$ cat src/rtl/ly_pulse_compress.sv
// ly_pulse_compress: stretched hit pulses -> single-cycle leading-edge pulses with per-bit dead time
// Ports:
//   clock, reset  : rising-edge clock, synchronous active-high reset
//   deadtime      : dead-time length loaded into a bit's counter when it fires
//   in            : stretched hit inputs
//   out, fire_any : registered one-clock pulses per bit and their OR
//   cnt_clear     : synchronous clear of suppress_cnt
//   suppress_cnt  : saturating count of cycles with at least one suppressed edge
module ly_pulse_compress #(
  parameter int WIDTH  = 224,
  parameter bit BYPASS = 1'b0,
  parameter int CNTW   = 16
) (
  input  logic             clock,
  input  logic             reset,
  input  logic [3:0]       deadtime,
  input  logic [WIDTH-1:0] in,
  output logic [WIDTH-1:0] out,
  output logic             fire_any,
  input  logic             cnt_clear,
  output logic [CNTW-1:0]  suppress_cnt
);
  logic [WIDTH-1:0] in_q, out_q, out_d, rise, busy, fire, supp;
  logic [3:0]       dead_q [WIDTH];
  logic [3:0]       dead_d [WIDTH];
  logic             fire_any_q, fire_any_d;
  logic [CNTW-1:0]  cnt_q, cnt_d;
  always_comb begin
    rise = in & ~in_q;
    for (int i = 0; i < WIDTH; i++) busy[i] = dead_q[i] != 4'd0;
    fire = rise & ~busy;
    supp = rise & busy;
    // suppressed edges never reload: the dead time is non-retriggerable
    for (int i = 0; i < WIDTH; i++) dead_d[i] = fire[i] ? deadtime : busy[i] ? dead_q[i] - 4'd1 : 4'd0;
    out_d = fire;
    fire_any_d = |fire;
    cnt_d = cnt_clear ? '0 : (|supp && cnt_q != '1) ? cnt_q + CNTW'(1) : cnt_q;
  end
  always_ff @(posedge clock) begin
    if (reset) begin
      in_q <= '0;
      out_q <= '0;
      fire_any_q <= 1'b0;
      cnt_q <= '0;
      for (int i = 0; i < WIDTH; i++) dead_q[i] <= 4'd0;
    end else begin
      in_q <= in;
      out_q <= out_d;
      fire_any_q <= fire_any_d;
      cnt_q <= cnt_d;
      for (int i = 0; i < WIDTH; i++) dead_q[i] <= dead_d[i];
    end
  end
  assign out = BYPASS ? in : out_q;
  assign fire_any = BYPASS ? |in : fire_any_q;
  assign suppress_cnt = cnt_q;
endmodule

$ cat config.mk
export PLATFORM = sky130hd
export DESIGN_NAME = ly_pulse_compress
export DESIGN_NICKNAME = d
export VERILOG_FILES = /design/src/rtl/ly_pulse_compress.sv
export SDC_FILE = /design/constraint.sdc
export NUM_CORES = 2
export LEC_CHECK = 0
export ABC_AREA = 1
export CORE_MARGIN = 4
export CORE_UTILIZATION = 57
export DETAILED_ROUTE_END_ITERATION = 7
export GPL_TIMING_DRIVEN = 0
export PLACE_DENSITY = 0.82
export SLEW_MARGIN = 20
export SYNTH_ARGS = -nofsm -noshare
export SYNTH_HDL_FRONTEND = slang
export SYNTH_SLANG_ARGS = --single-unit
$ cat constraint.sdc
create_clock -name clock -period 2 [get_ports clock]
set_input_delay 0.6 -clock clock [delete_from_list [all_inputs] [get_ports clock]]
set_output_delay 0.6 -clock clock [all_outputs]
set_load 0.02 [all_outputs]
Word level (Yosys, flattened, before mapping)
Memories as Yosys holds them, arrays and structs flattened.
Cells that the tools add are included.

word-level totals
  bits in registers = 465
  latch bits = 0
  RAM bits = 896
  memory bits (read-only) = 0
  bits of input ports = 231
  output and inout port bits = 241
  logic and storage cells = 1363
  memories = 1

operators by class
  add/subtract/negate cells = 225
  multiply operators = 0
  div/mod/pow operators = 0
  magnitude comparators = 0
  equal/unequal tests = 1
  shifts and indexed selects = 0
  muxes and demuxes = 675
  bitwise operators = 229
  reductions and logical operators = 228

memory list
  name    depth  width  read ports  clocked after memory_dff  wr ports  line  RTL
  dead_q  224    4      224         0                         224       24    logic [3:0] dead_q [WIDTH];

operator list
  operator                                                             number
  4-bit 2-to-1 mux                                                     672
  4-bit nonzero test                                                   224
  4-bit by 1-bit subtractor with 4-bit output (second input constant)  224
  224-bit AND                                                          3
  224-bit NOT                                                          2
  224-bit OR reduction                                                 2
  1-bit OR                                                             224
  16-bit by 1-bit adder with 16-bit output (second input constant)     1
  16-bit inequality test (second input constant)                       1
  1-bit 2-to-1 mux                                                     3
  2-bit OR reduction                                                   1
  1-bit logical AND                                                    1

Longest topological paths before layout
  word-level depth = 5
  depth in mapped cells = 16
  depth with buffers taken out = 16

Worst setup path after synthesis
OpenSTA, ideal clock, no wires.

  path kind = input port to flip-flop
  start point = input port reset
  end point = memory dead_q[7][1] (netlist: dead_q[0][29])
  setup time = 0.137 ns
  arrival time = 1.750 ns
  data required time = 1.863 ns
  path slack = 0.113 ns
  stages on the path = 5
  buffers on the path = 4
  cells stage by stage = clkbuf_1 clkbuf_1 clkbuf_1 buf_1 o22ai_1

RTL lines
  what                line  RTL
  start: declaration  15    input logic reset,
  end: declaration    24

==> impl_metrics.env <==
export IMPL_hold_path_startpoint="in[90]"
export IMPL_route_vias_total=55300
export IMPL_first_pass_iteration_count_of_the_detailed_router=8
export IMPL_maxClockFrequency_ghz=0.425
export IMPL_synth_common_cells="1463 x nor2_1, 1361 x dfxtp_1, 1283 x nand2_1"
export IMPL_placementRows=112
export IMPL_synthFlopType="dfxtp_1"
export IMPL_tns_ps=-5340
export IMPL_worst_slack_ps=-351
export IMPL_drc_errors=4
export IMPL_number_of_antenna_violations_at_the_first_check_in_global_routing=9
export IMPL_critical_path_sink_type="flip-flop"
export IMPL_ys_warn_count=0
export IMPL_ctsHtreeMaxLevel=4
export IMPL_cell_internal_pwr_mw=61.1
export IMPL_placer_congestion_estimate=0.979
export IMPL_post_route_wl_microns=191000
export IMPL_seq_power_share_pct=38.9
export IMPL_timing_hold_ws_ps=389
export IMPL_ctsRootBufferMaster="clkbuf_16"
export IMPL_switching_share_pct=39.1
export IMPL_timing_final_crit_share_pct=118
export IMPL_design_core_area_sq_um=93900
export IMPL_report_final_setup_viol=23
export IMPL_fill_cells=7373
export IMPL_share_of_post_route_cells_with_drive_strength_above_1_pct=11.0
export IMPL_grt_pass1_vias=51500
export IMPL_max_vdd_ir_drop_mv=0.952
export IMPL_cts_sinks=1361
export IMPL_syn_cell_area_sq_um=54300
export IMPL_powerDensity_nw_per_um2=1520
export IMPL_die_x_microns=317
export IMPL_max_stage_delay_ps=340
export IMPL_synth_unique_cells=41
export IMPL_p_leak_nw=29.7
export IMPL_yosys_cell_count_top_type="nor2_1"
export IMPL_ys_seq_area_share_pct=50.2
export IMPL_run_status="finished, violations left"
export IMPL_areaGrowthSynthToFinish_pct=21.9
export IMPL_regToRegStartpoint="dead_q[0][3]$_SDFF_PP0_"
export IMPL_timing_critical_path_from="dead_q[0][3]$_SDFF_PP0_"
export IMPL_synth_largest_type_area_fraction_pct=50.2
export IMPL_cts_inserted_buffers=141
export IMPL_arrival_ps=2990
export IMPL_ys_async_sr_fraction_pct=0
export IMPL_nNetsFinal=8400
export IMPL_synth_avg_cell_area_sq_um=7.21
export IMPL_grt_setup_unrepaired="true"
export IMPL_clock_latency_ps=750
export IMPL_avgRoutedWirePerCell_microns=20.1
export IMPL_clock_path_buffers=3
export IMPL_grt_pass1_wl_microns=281000
export IMPL_timing_critical_path_cells="nor2_2 > nand2_1 > nand2_1 > nand2_1 > inv_1 > nand2_1 > nor2_2 > nand2_1 > nor2_1 > nand2_1 > nor2_4 > nand2_8 > buf_8 > a21oi_2 > nor2_1"
export IMPL_die_area_sq_um=100000
export IMPL_timing_critical_path_max_delay_family="simple AND/OR/NAND/NOR gates"
export IMPL_overflow=0
export IMPL_start_util_pct=57.8
export IMPL_dp_hpwl_microns=135000
export IMPL_synth_enable_flop_cells=0
export IMPL_min_delay_path_class="input pin to flip-flop"
export IMPL_timing_worst_slew_pin_value_ps=1160
export IMPL_initialDrtViolationCount=7235
export IMPL_timing_slew_headroom_pct=22.6
export IMPL_worst_path_most_repeated_cell="nand2_1"
export IMPL_failing_checks="DRC, setup timing"
export IMPL_maxCapViolCount=0
export IMPL_hold_viol_final=0
export IMPL_crit_fanout=6
export IMPL_portBuffers=469
export IMPL_synth_top_area_cell="dfxtp_1"
export IMPL_pwr_share_comb_pct=34.7
export IMPL_crit_buf_inv=2
export IMPL_route_detailed_vias_per_inst=5.80
export IMPL_cp_data_required_time_ps=2630
export IMPL_clock_power_share_pct=26.3
export IMPL_design_portCount=472
export IMPL_post_synth_main_area_contributors="dfxtp_1 50%, nor2_1 10%, nand2_1 8.9%"
export IMPL_critPathLaunchType="flip-flop"
export IMPL_critPathSlowestCell="dfxtp_1"
export IMPL_die_height_microns=317
export IMPL_post_route_min_period_ps=2350
export IMPL_route_antenna_remaining_nets=0
export IMPL_synth_net_count=7756
export IMPL_final_setup_skew_ps=31.2
export IMPL_clk_transition_reported_paths_ps=60
export IMPL_grt_max_degree=17
export IMPL_synth_seq_cells=1361
export IMPL_power_switching_mw=39.3
export IMPL_gr_usage_all_layers_pct=36.4
export IMPL_postSynthCellCount=7524
export IMPL_slew_violations=0
export IMPL_cts_tree="done"
export IMPL_path_class="flip-flop to flip-flop"
## cell usage in the layout, fill, tap and decap left out, types with 53 or more instances in the layout
cell type | Yosys | final
nor2_1 | 1463 | 1388
dfxtp_1 | 1361 | 1296
nand2_1 | 1283 | 1238
inv_1 | 906 | 901
o21ai_0 | 760 | 759
nand3_1 | 307 | 295
a21oi_1 | 303 | 290
o22ai_1 | 261 | 261
clkdlybuf4s50_1 | 0 | 227
nor2_2 | 153 | 190
clkbuf_1 | 227 | 176
nor3_1 | 181 | 170
clkbuf_16 | 0 | 149
clkdlybuf4s15_1 | 0 | 116
clkbuf_2 | 0 | 98
a31oi_1 | 81 | 81
nand4_1 | 77 | 77
dfxtp_2 | 0 | 62
or2_2 | 53 | 53
buf_2 | 6 | 53
## worst paths after layout
| kind | end | slack [ps] | depth (start not counted) |
|---|---|---|---|
| hold reg to reg | dead_q[1][221]$_SDFF_PP0_ | 470 | 2 |
| hold / removal | in_q[90]$_SDFF_PP0_ | 390 | 3 |
| setup reg to reg | suppress_cnt[12]$_SDFFE_PP0P_ | -350 | 15 |
| setup / recovery | suppress_cnt[12]$_SDFFE_PP0P_ | -350 | 15 |
## state kept, by name, summed over array words and instances, names as in the netlist
register      count
suppress_cnt     16
dead_q          896
fire_any          1
in_q            224
out             224
## tightest hold or removal path, stage by stage
cell and delay [ps]:
clkdlybuf4s50_1 390, inv_1 70, nor2_1 40
## layout make-up
| cell class | count | area (sq um) | share of cell area [%] |
|---|---|---|---|
| flip-flops and latches | 1361 | 27300 | 41.3 |
| multi-input cells | 5008 | 23500 | 35.4 |
| repair buffers | 500 | 4620 | 6.98 |
| clock buffers | 213 | 4300 | 6.50 |
| inverters | 908 | 3420 | 5.17 |
| well taps | 1254 | 1570 | 2.37 |
| plain buffers | 248 | 1130 | 1.71 |
| clock inverters | 37 | 352 | 0.531 |
| diodes | 3 | 7.51 | 0.0113 |
## kinds of logic (layout without fill, tap and decap cells)
family	Yosys count	count (layout)	share of synthesized area, %
simple gates	3570	3571	27.5
compound gates	1436	1436	14.2
flops	1361	1361	50.2
buf+inv	1156	1906	8.04
fa+ha+maj	1	1	0.0230
other cells	0	3	0
## power by group through the flow
stage	logic, mW	registers, mW	clock network [mW]
floorplan	21.8	39.1	0
finish	34.9	39.0	26.4
CTS	33.3	38.6	26.4
global placement	31.1	38.6	0
global route	38.4	39.7	27.6
detailed placement	32.4	39.0	0
## metrics by stage
step	cells	utilization [%]	area, sq um	power, mW	worst slack (ps)
final	9532	70.5	66200	100	-351
after global routing	9529	70.5	66200	106	-398
after CTS	9520	70.1	65800	98.4	-220
after detailed placement	9247	64.5	60600	71.4	-2290
after global placement	9247	64.5	60500	69.7	-2600
after floorplan	7524	-	54300	60.9	113
## timing repair
item	CTS	global route
buffers inserted	20	9
hold buffers	0	0
gates resized for setup	840	178
pin swaps	43	36
cloned	3	0
setup endpoints to repair	1329	587
## layer usage
metal  GRT usage [%]  share of wire [%]  up-vias
met2            57.2                 44     3306
met3            8.65                 12      811
met1            43.4                 36    25500
met5               0              0.022        -
met4            27.5                8.4        6
li1                -                  -    25600
Note: power is estimated with default switching activity, not from simulation.
